<file path="config.mk">
export PLATFORM = sky130hd
export DESIGN_NAME = fp_result_deser
export DESIGN_NICKNAME = d
export VERILOG_FILES = /design/src/rtl/fp_result_deser.sv
export SDC_FILE = /design/constraint.sdc
export NUM_CORES = 1
export LEC_CHECK = 0
export ABC_AREA = 1
export BUFFER_PORTS_ARGS = -buffer_cell sky130_fd_sc_hd__buf_2
export CAP_MARGIN = 20
export CORE_MARGIN = 3
export CORE_UTILIZATION = 60
export DETAILED_ROUTE_END_ITERATION = 6
export PLACE_DENSITY = 0.79
export SKIP_LAST_GASP = 1
export SLEW_MARGIN = 10
export SYNTH_ARGS = -nofsm -noshare
export SYNTH_HDL_FRONTEND = slang
export SYNTH_SLANG_ARGS = --single-unit
</file>
<file path="constraint.sdc">
create_clock -name CLK -period 5.83 [get_ports CLK]
set_clock_uncertainty 0.1 [all_clocks]
set_input_delay 1.4575 -clock CLK [delete_from_list [all_inputs] [get_ports CLK]]
set_output_delay 1.4575 -clock CLK [all_outputs]
set_load 0.02 [all_outputs]
</file>
<file path="src/rtl/fp_result_deser.sv">
// fp_result_deser
//   Downstream stage of the FP multiplier. Reassembles the byte-serial
//   double-precision product (8 bytes, LSB first, qualified by BYTE_VLD)
//   into 64-bit words. Each word goes into a show-ahead FIFO that hands words
//   to the consumer with a RES_VALID/RES_ACCEPT handshake. Head words are
//   optionally classified per IEEE-754.
//
// Configuration macro:
//   FP_CLASSIFY_EN  defined   -> RES_CLASS decodes the head word
//                   undefined -> RES_CLASS tied to 0 (no classifier logic)
//
// Ports:
//   CLK, RESET      clock, synchronous active-high reset
//   BYTE_VLD        byte strobe (multiplier READY)
//   BYTE_IN[7:0]    product byte (multiplier DATA_OUT)
//   RES_ACCEPT      consumer takes the head word this cycle
//   RES_VALID       FIFO non-empty
//   RES_DATA[63:0]  head word (0 when empty)
//   RES_SIGN        bit 63 of head word
//   RES_CLASS[2:0]  0 zero, 1 subnormal, 2 normal, 3 inf, 4 qNaN, 5 sNaN
//   COUNT           occupied FIFO entries
//   FRAME_ERR       sticky: a partial frame was aborted
//   OVERFLOW        sticky: a complete word was dropped on a full FIFO
module fp_result_deser #(
  parameter int DEPTH = 4
) (
  input  logic                     CLK,
  input  logic                     RESET,
  input  logic                     BYTE_VLD,
  input  logic [7:0]               BYTE_IN,
  input  logic                     RES_ACCEPT,
  output logic                     RES_VALID,
  output logic [63:0]              RES_DATA,
  output logic                     RES_SIGN,
  output logic [2:0]               RES_CLASS,
  output logic [$clog2(DEPTH):0]   COUNT,
  output logic                     FRAME_ERR,
  output logic                     OVERFLOW
);

  localparam int AW = $clog2(DEPTH);

  logic [2:0]  bcnt;
  logic [55:0] asm_reg;
  logic [63:0] mem [DEPTH];
  logic [AW:0] wptr;
  logic [AW:0] rptr;

  logic        empty;
  logic        full;
  logic        push;
  logic        pop;
  logic        wr_en;
  logic [63:0] head;

  assign empty = (wptr == rptr);
  assign full  = (wptr[AW] != rptr[AW]) && (wptr[AW-1:0] == rptr[AW-1:0]);
  assign push  = BYTE_VLD && (bcnt == 3'd7);
  assign pop   = RES_ACCEPT && !empty;
  // A pop in the same cycle frees the slot, so a full FIFO still takes the word.
  assign wr_en = push && (!full || pop);

  always_ff @(posedge CLK) begin
    if (RESET) begin
      bcnt      <= '0;
      asm_reg   <= '0;
      wptr      <= '0;
      rptr      <= '0;
      FRAME_ERR <= 1'b0;
      OVERFLOW  <= 1'b0;
    end else begin
      if (BYTE_VLD) begin
        if (bcnt == 3'd7) begin
          bcnt <= '0;
        end else begin
          asm_reg[{bcnt, 3'b000} +: 8] <= BYTE_IN;
          bcnt                         <= bcnt + 3'd1;
        end
      end else if (bcnt != 3'd0) begin
        bcnt      <= '0;
        asm_reg   <= '0;
        FRAME_ERR <= 1'b1;
      end

      if (wr_en) begin
        wptr <= wptr + 1'b1;
      end
      if (push && !wr_en) begin
        OVERFLOW <= 1'b1;
      end
      if (pop) begin
        rptr <= rptr + 1'b1;
      end
    end
  end

  // Storage is not reset; pointers alone define occupancy.
  always_ff @(posedge CLK) begin
    if (!RESET && wr_en) begin
      mem[wptr[AW-1:0]] <= {BYTE_IN, asm_reg};
    end
  end

  assign head      = empty ? '0 : mem[rptr[AW-1:0]];
  assign RES_VALID = !empty;
  assign RES_DATA  = head;
  assign RES_SIGN  = head[63];
  assign COUNT     = wptr - rptr;

`ifdef FP_CLASSIFY_EN
  typedef enum logic [2:0] {
    CLS_ZERO   = 3'd0,
    CLS_SUBNRM = 3'd1,
    CLS_NORMAL = 3'd2,
    CLS_INF    = 3'd3,
    CLS_QNAN   = 3'd4,
    CLS_SNAN   = 3'd5
  } fp_class_e;

  fp_class_e   cls;
  logic [10:0] exp_f;
  logic [51:0] man_f;

  assign exp_f = head[62:52];
  assign man_f = head[51:0];

  always_comb begin
    cls = CLS_ZERO;
    if (exp_f == '0) begin
      cls = (man_f == '0) ? CLS_ZERO : CLS_SUBNRM;
    end else if (exp_f == '1) begin
      if (man_f == '0)
        cls = CLS_INF;
      else if (man_f[51])
        cls = CLS_QNAN;
      else
        cls = CLS_SNAN;
    end else begin
      cls = CLS_NORMAL;
    end
  end

  assign RES_CLASS = cls;
`else
  assign RES_CLASS = 3'd0;
`endif

endmodule

</file>
# ---- Word-level counts from Yosys, hierarchy flattened
# Memories as Yosys holds them, arrays and structs flattened. A register that Yosys moved wholly into a read port is not among the register bits.
# Index checks and enable logic that the tools add are counted.
dict set report classes {
  addsub 5
  eq_ne 5
  bitwise_logic 1
  muxes 12
  reduce_logical 15
  shift 2
}
# cell n
set op_table {}
lappend op_table {{$mux W56} 3}
lappend op_table {{$mux W64} 1}
lappend op_table {{$bwmux W56} 1}
lappend op_table {{$shift A8 B8 Y56 const A} 1}
lappend op_table {{$shiftx A8 B8 Y56} 1}
lappend op_table {{$add A3 B1 Y3 const B} 3}
lappend op_table {{$mux W3} 3}
lappend op_table {{$neg A6 Y8} 1}
lappend op_table {{$logic_and A1 B1 Y1} 6}
lappend op_table {{$logic_not A1 Y1} 4}
lappend op_table {{$mux W2} 2}
lappend op_table {{$reduce_and A2 Y1} 2}
lappend op_table {{$eq A3 B3 Y1} 1}
lappend op_table {{$eq A3 B3 Y1 const B} 1}
lappend op_table {{$reduce_bool A3 Y1} 1}
lappend op_table {{$sub A3 B3 Y3} 1}
lappend op_table {{$eq A2 B2 Y1} 1}
lappend op_table {{$mux W1} 2}
lappend op_table {{$ne A2 B2 Y1 const B} 1}
lappend op_table {{$reduce_bool A2 Y1} 1}
lappend op_table {{$logic_or A1 B1 Y1} 1}
lappend op_table {{$ne A1 B1 Y1} 1}
lappend op_table {{$not A1 Y1} 1}
dict set report totals {
  wordCells 47
  regBits 67
  ram_bits 256
  mem_count 1
}
# name words width rd rd_ports_with_merged_regs wr line
set mem_list {}
lappend mem_list {mem 4 64 1 1 1 45} ;# logic [63:0] mem [DEPTH];

# ---- Longest topological paths before layout
dict set report depth {
  depth_word 8
  ltp_mapped 13
  ltp_nobuf 11
}

# ---- Worst setup path after synthesis
# OpenSTA, ideal clock, no wires.
dict set report synth_timing {
  path_kind {input to register}
  from {input BYTE_VLD}
  to {memory mem[0][0] (enable)}
  arrival_ps 4588
  required_time_ps 5244
  path_slack_ps 656
  path_stages 6
  path_cell_list {nand2_1 inv_1 nand2_1 inv_1 nand2_1 nor2_1}
}
dict set report synth_via {
  elab_chain_cells 5
}
# item line
set synth_lines {}
lappend synth_lines {{from (decl)} 29} ;# input logic BYTE_VLD,
lappend synth_lines {{$logic_and A1 B1 Y1} 58} ;# assign push = BYTE_VLD && (bcnt == 3'd7);
lappend synth_lines {{$logic_and A1 B1 Y1} 61} ;# assign wr_en = push && (!full || pop);
lappend synth_lines {{$logic_and A1 B1 Y1} 99} ;# if (!RESET && wr_en) begin
lappend synth_lines {{$mux W1} 99}
lappend synth_lines {{$mux W1 (implied by the code)} 100} ;# mem[wptr[AW-1:0]] <= {BYTE_IN, asm_reg};
lappend synth_lines {{to (decl)} 45}
# No other way between the ends.

# ---- Worst setup path in the final report
dict set report layout_timing {
  from {register wptr[0]}
  to {output RES_SIGN}
}
dict set report layout_via {
  elab_chain_cells 2
}
# item line
set layout_lines {}
lappend layout_lines {{from (decl)} 46} ;# logic [AW:0] wptr;
lappend layout_lines {{from (signal assigned)} 86} ;# wptr <= wptr + 1'b1;
lappend layout_lines {{$eq A3 B3 Y1} 56} ;# assign empty = (wptr == rptr);
lappend layout_lines {{$mux W64} 104} ;# assign head = empty ? '0 : mem[rptr[AW-1:0]];
lappend layout_lines {{to (decl)} 34} ;# output logic RES_SIGN,
# No other way between the ends.

==> flow_summary.json <==
{
  "status": "finished, final reports clean",
  "first_iter_violations": 875,
  "worstPathArrival_ns": 2.96,
  "met3_length_um": 2070,
  "ir_worst_vdd_uv": 226,
  "fp.dieW_um": 153,
  "num_vias": 8891,
  "r2r_cells": 9,
  "htree_levels": 1,
  "maxUsedRoutingLayer": "met4",
  "wl_per_cell_um": 18.3,
  "grt_pass1_wl_um": 45700,
  "hp-start": "OVERFLOW",
  "grt_overflow": 0,
  "fin_crit_sh": 0.775,
  "clk_path_buf_depth": 3,
  "crit_path_start_kind": "register",
  "drv_slew": 0,
  "clk_latency_ns": 0.55,
  "synthToLayoutAreaGrowth_pct": 12.5,
  "avgViaCountPerCell": 5.67,
  "die_h_um": 153,
  "avgSynthCellArea_um2": 10.9,
  "drt-met1-wl_um": 11800,
  "numCtsBuffers": 30,
  "drt_wl_total_um": 28700,
  "start_util": 0.615,
  "drt-pass1-iter-count": 6,
  "crit_required_ns": 4.27,
  "gp_congestion": 0.942,
  "end_kind": "primary output",
  "setup_viol": 0,
  "finalPower_mw": 5.02,
  "portBuffers": 82,
  "netlist_area_mm2": 0.0130,
  "wl_met2_um": 14000,
  "ys_ff_latch": 325,
  "grt_start_max_net_pins": 70,
  "post-dp-hpwl_um": 17100,
  "fillCellCount": 1491,
  "clk_pin_slew_ns": 0.07,
  "fin_crit_ns": 4.52,
  "hold_class": "reg -> reg",
  "clock_sink_count": 325,
  "drcViolationCount": 0,
  "reg2reg_from": "bcnt[0]",
  "fin_setup_tns_ns": 0,
  "final_common_cell": "nor2_1",
  "relSlewSlack": 0.343,
  "largest_reg_flops": 256,
  "syn_inst": 1198,
  "hold_violations": 0,
  "floorplan.rows": 53,
  "ant_nets": 0,
  "ios": 86,
  "synth.distinct_cells": 30,
  "cts_setup_buffers": 0,
  "maxCapViolations": 0,
  "track_usage": 0.241,
  "rr_endpoint": "mem[1][11]",
  "tightest_slew_ns": 0.985,
  "drive_gt1_frac": 0.130,
  "rsz0062_at_grt": "no",
  "antenna_found_initial": 0,
  "worst-r2r-setup-slack_ns": 2.50,
  "yosysSeqAreaShare": 0.697,
  "cts-root-buf": "clkbuf_16",
  "p_leak_nw": 5.40,
  "mostFrequentLayoutCells": "nor2_1 (288), edfxtp_1 (256), nand2_1 (143)",
  "post_cts_resized": 0,
  "min_to": "OVERFLOW",
  "crit_path_max_fanout": 39,
  "power_density_mw_per_mm2": 343,
  "max_clock_freq_mhz": 221,
  "hold_depth": 1,
  "dieArea_mm2": 0.0235,
  "cts_tree": "built",
  "crit_type": "reg -> out",
  "yosys_warnings": 0,
  "grt_pass1_vias": 8564,
  "nets": 1295,
  "core_region_area_mm2": 0.0212,
  "ctsHoldBuffers": 0,
  "n_antenna_cell": 0
}
-- worst max path at each step --
stage	slack (ns)	startpoint	end
2_1_floorplan	0.66	BYTE_VLD	mem[0][0]
3_3_place_gp	1.91	wptr[0]	RES_DATA[63]
3_5_place_dp	1.83	wptr[0]	RES_SIGN
4_1_cts	1.24	wptr[0]	RES_SIGN
5_1_grt	1.05	wptr[0]	RES_SIGN
6_report	1.31	wptr[0]	RES_SIGN
-- critical path, stage by stage, from the launching register on --
cell	delay [ns]
dfxtp_1	0.37
inv_1	0.10
ha_1	0.31
nand2_1	0.06
inv_1	0.06
nand3_1	0.14
inv_2	0.65
buf_4	0.45
a21oi_1	0.09
buf_2	0.18
-- metrics by stage --
stage	instance area, um2	worst slack, ns	hold slack [ns]	instances	util
floorplan	13000	0.656	0.360	1200	-
global placement	13600	1.91	0.347	1511	0.644
detailed placement	13600	1.83	0.363	1511	0.644
CTS	14600	1.24	0.381	1567	0.692
global route	14600	1.05	0.409	1567	0.692
finish	14600	1.31	0.375	1567	0.692
-- final cells by class --
class                           instances  area [um2]  share of cell area
Clock buffer                           42         857              0.0585
Tap cell                              275         344              0.0235
Multi-Input combinational cell        759        3480               0.237
Inverter                               55         211              0.0144
Clock inverter                         14         155              0.0106
Timing Repair Buffer                   97         523              0.0357
Sequential cell                       325        9070               0.620
-- cells by family (layout without fill, tap and decap cells) --
kind of cell	count (synthesis)	count (layout)	synth area share
other cells	1	3	0.000288
buf+inv	116	208	0.0391
compound gates	261	261	0.101
fa+ha+maj	15	15	0.0150
flops	325	325	0.697
xor+xnor	2	2	0.00135
simple gates	478	478	0.147
-- layer usage --
layer / track usage / vias to the layer above
li1: - / 4230
met1: 0.334 / 4222
met2: 0.400 / 381
met3: 0.0343 / 58
met4: 0.0785 / 0
met5: 0 / -
-- Yosys cell counts (all sizes together) --
master,n,area share
a211oi,1,0.00058
a21oi,126,0.048
buf,40,0.017
clkbuf,21,0.0061
conb,1,0.00029
dfxtp,69,0.11
edfxtp,256,0.59
fa,1,0.0015
ha,14,0.013
inv,55,0.016
nand2,149,0.045
nand3,13,0.0050
nand4,8,0.0038
nor2,297,0.089
nor3,10,0.0038
o21a,1,0.00058
o21ai,133,0.051
or2,1,0.00048
xor2,2,0.0013
-- power breakdown --
part           leakage (nW)  internal, mW  switching (mW)
Clock                 0.477          1.16           0.818
Combinational          1.99         0.141           0.384
Sequential             2.94          2.49          0.0309
Total                  5.40          3.79            1.23
(Power assumes the default switching activity.)
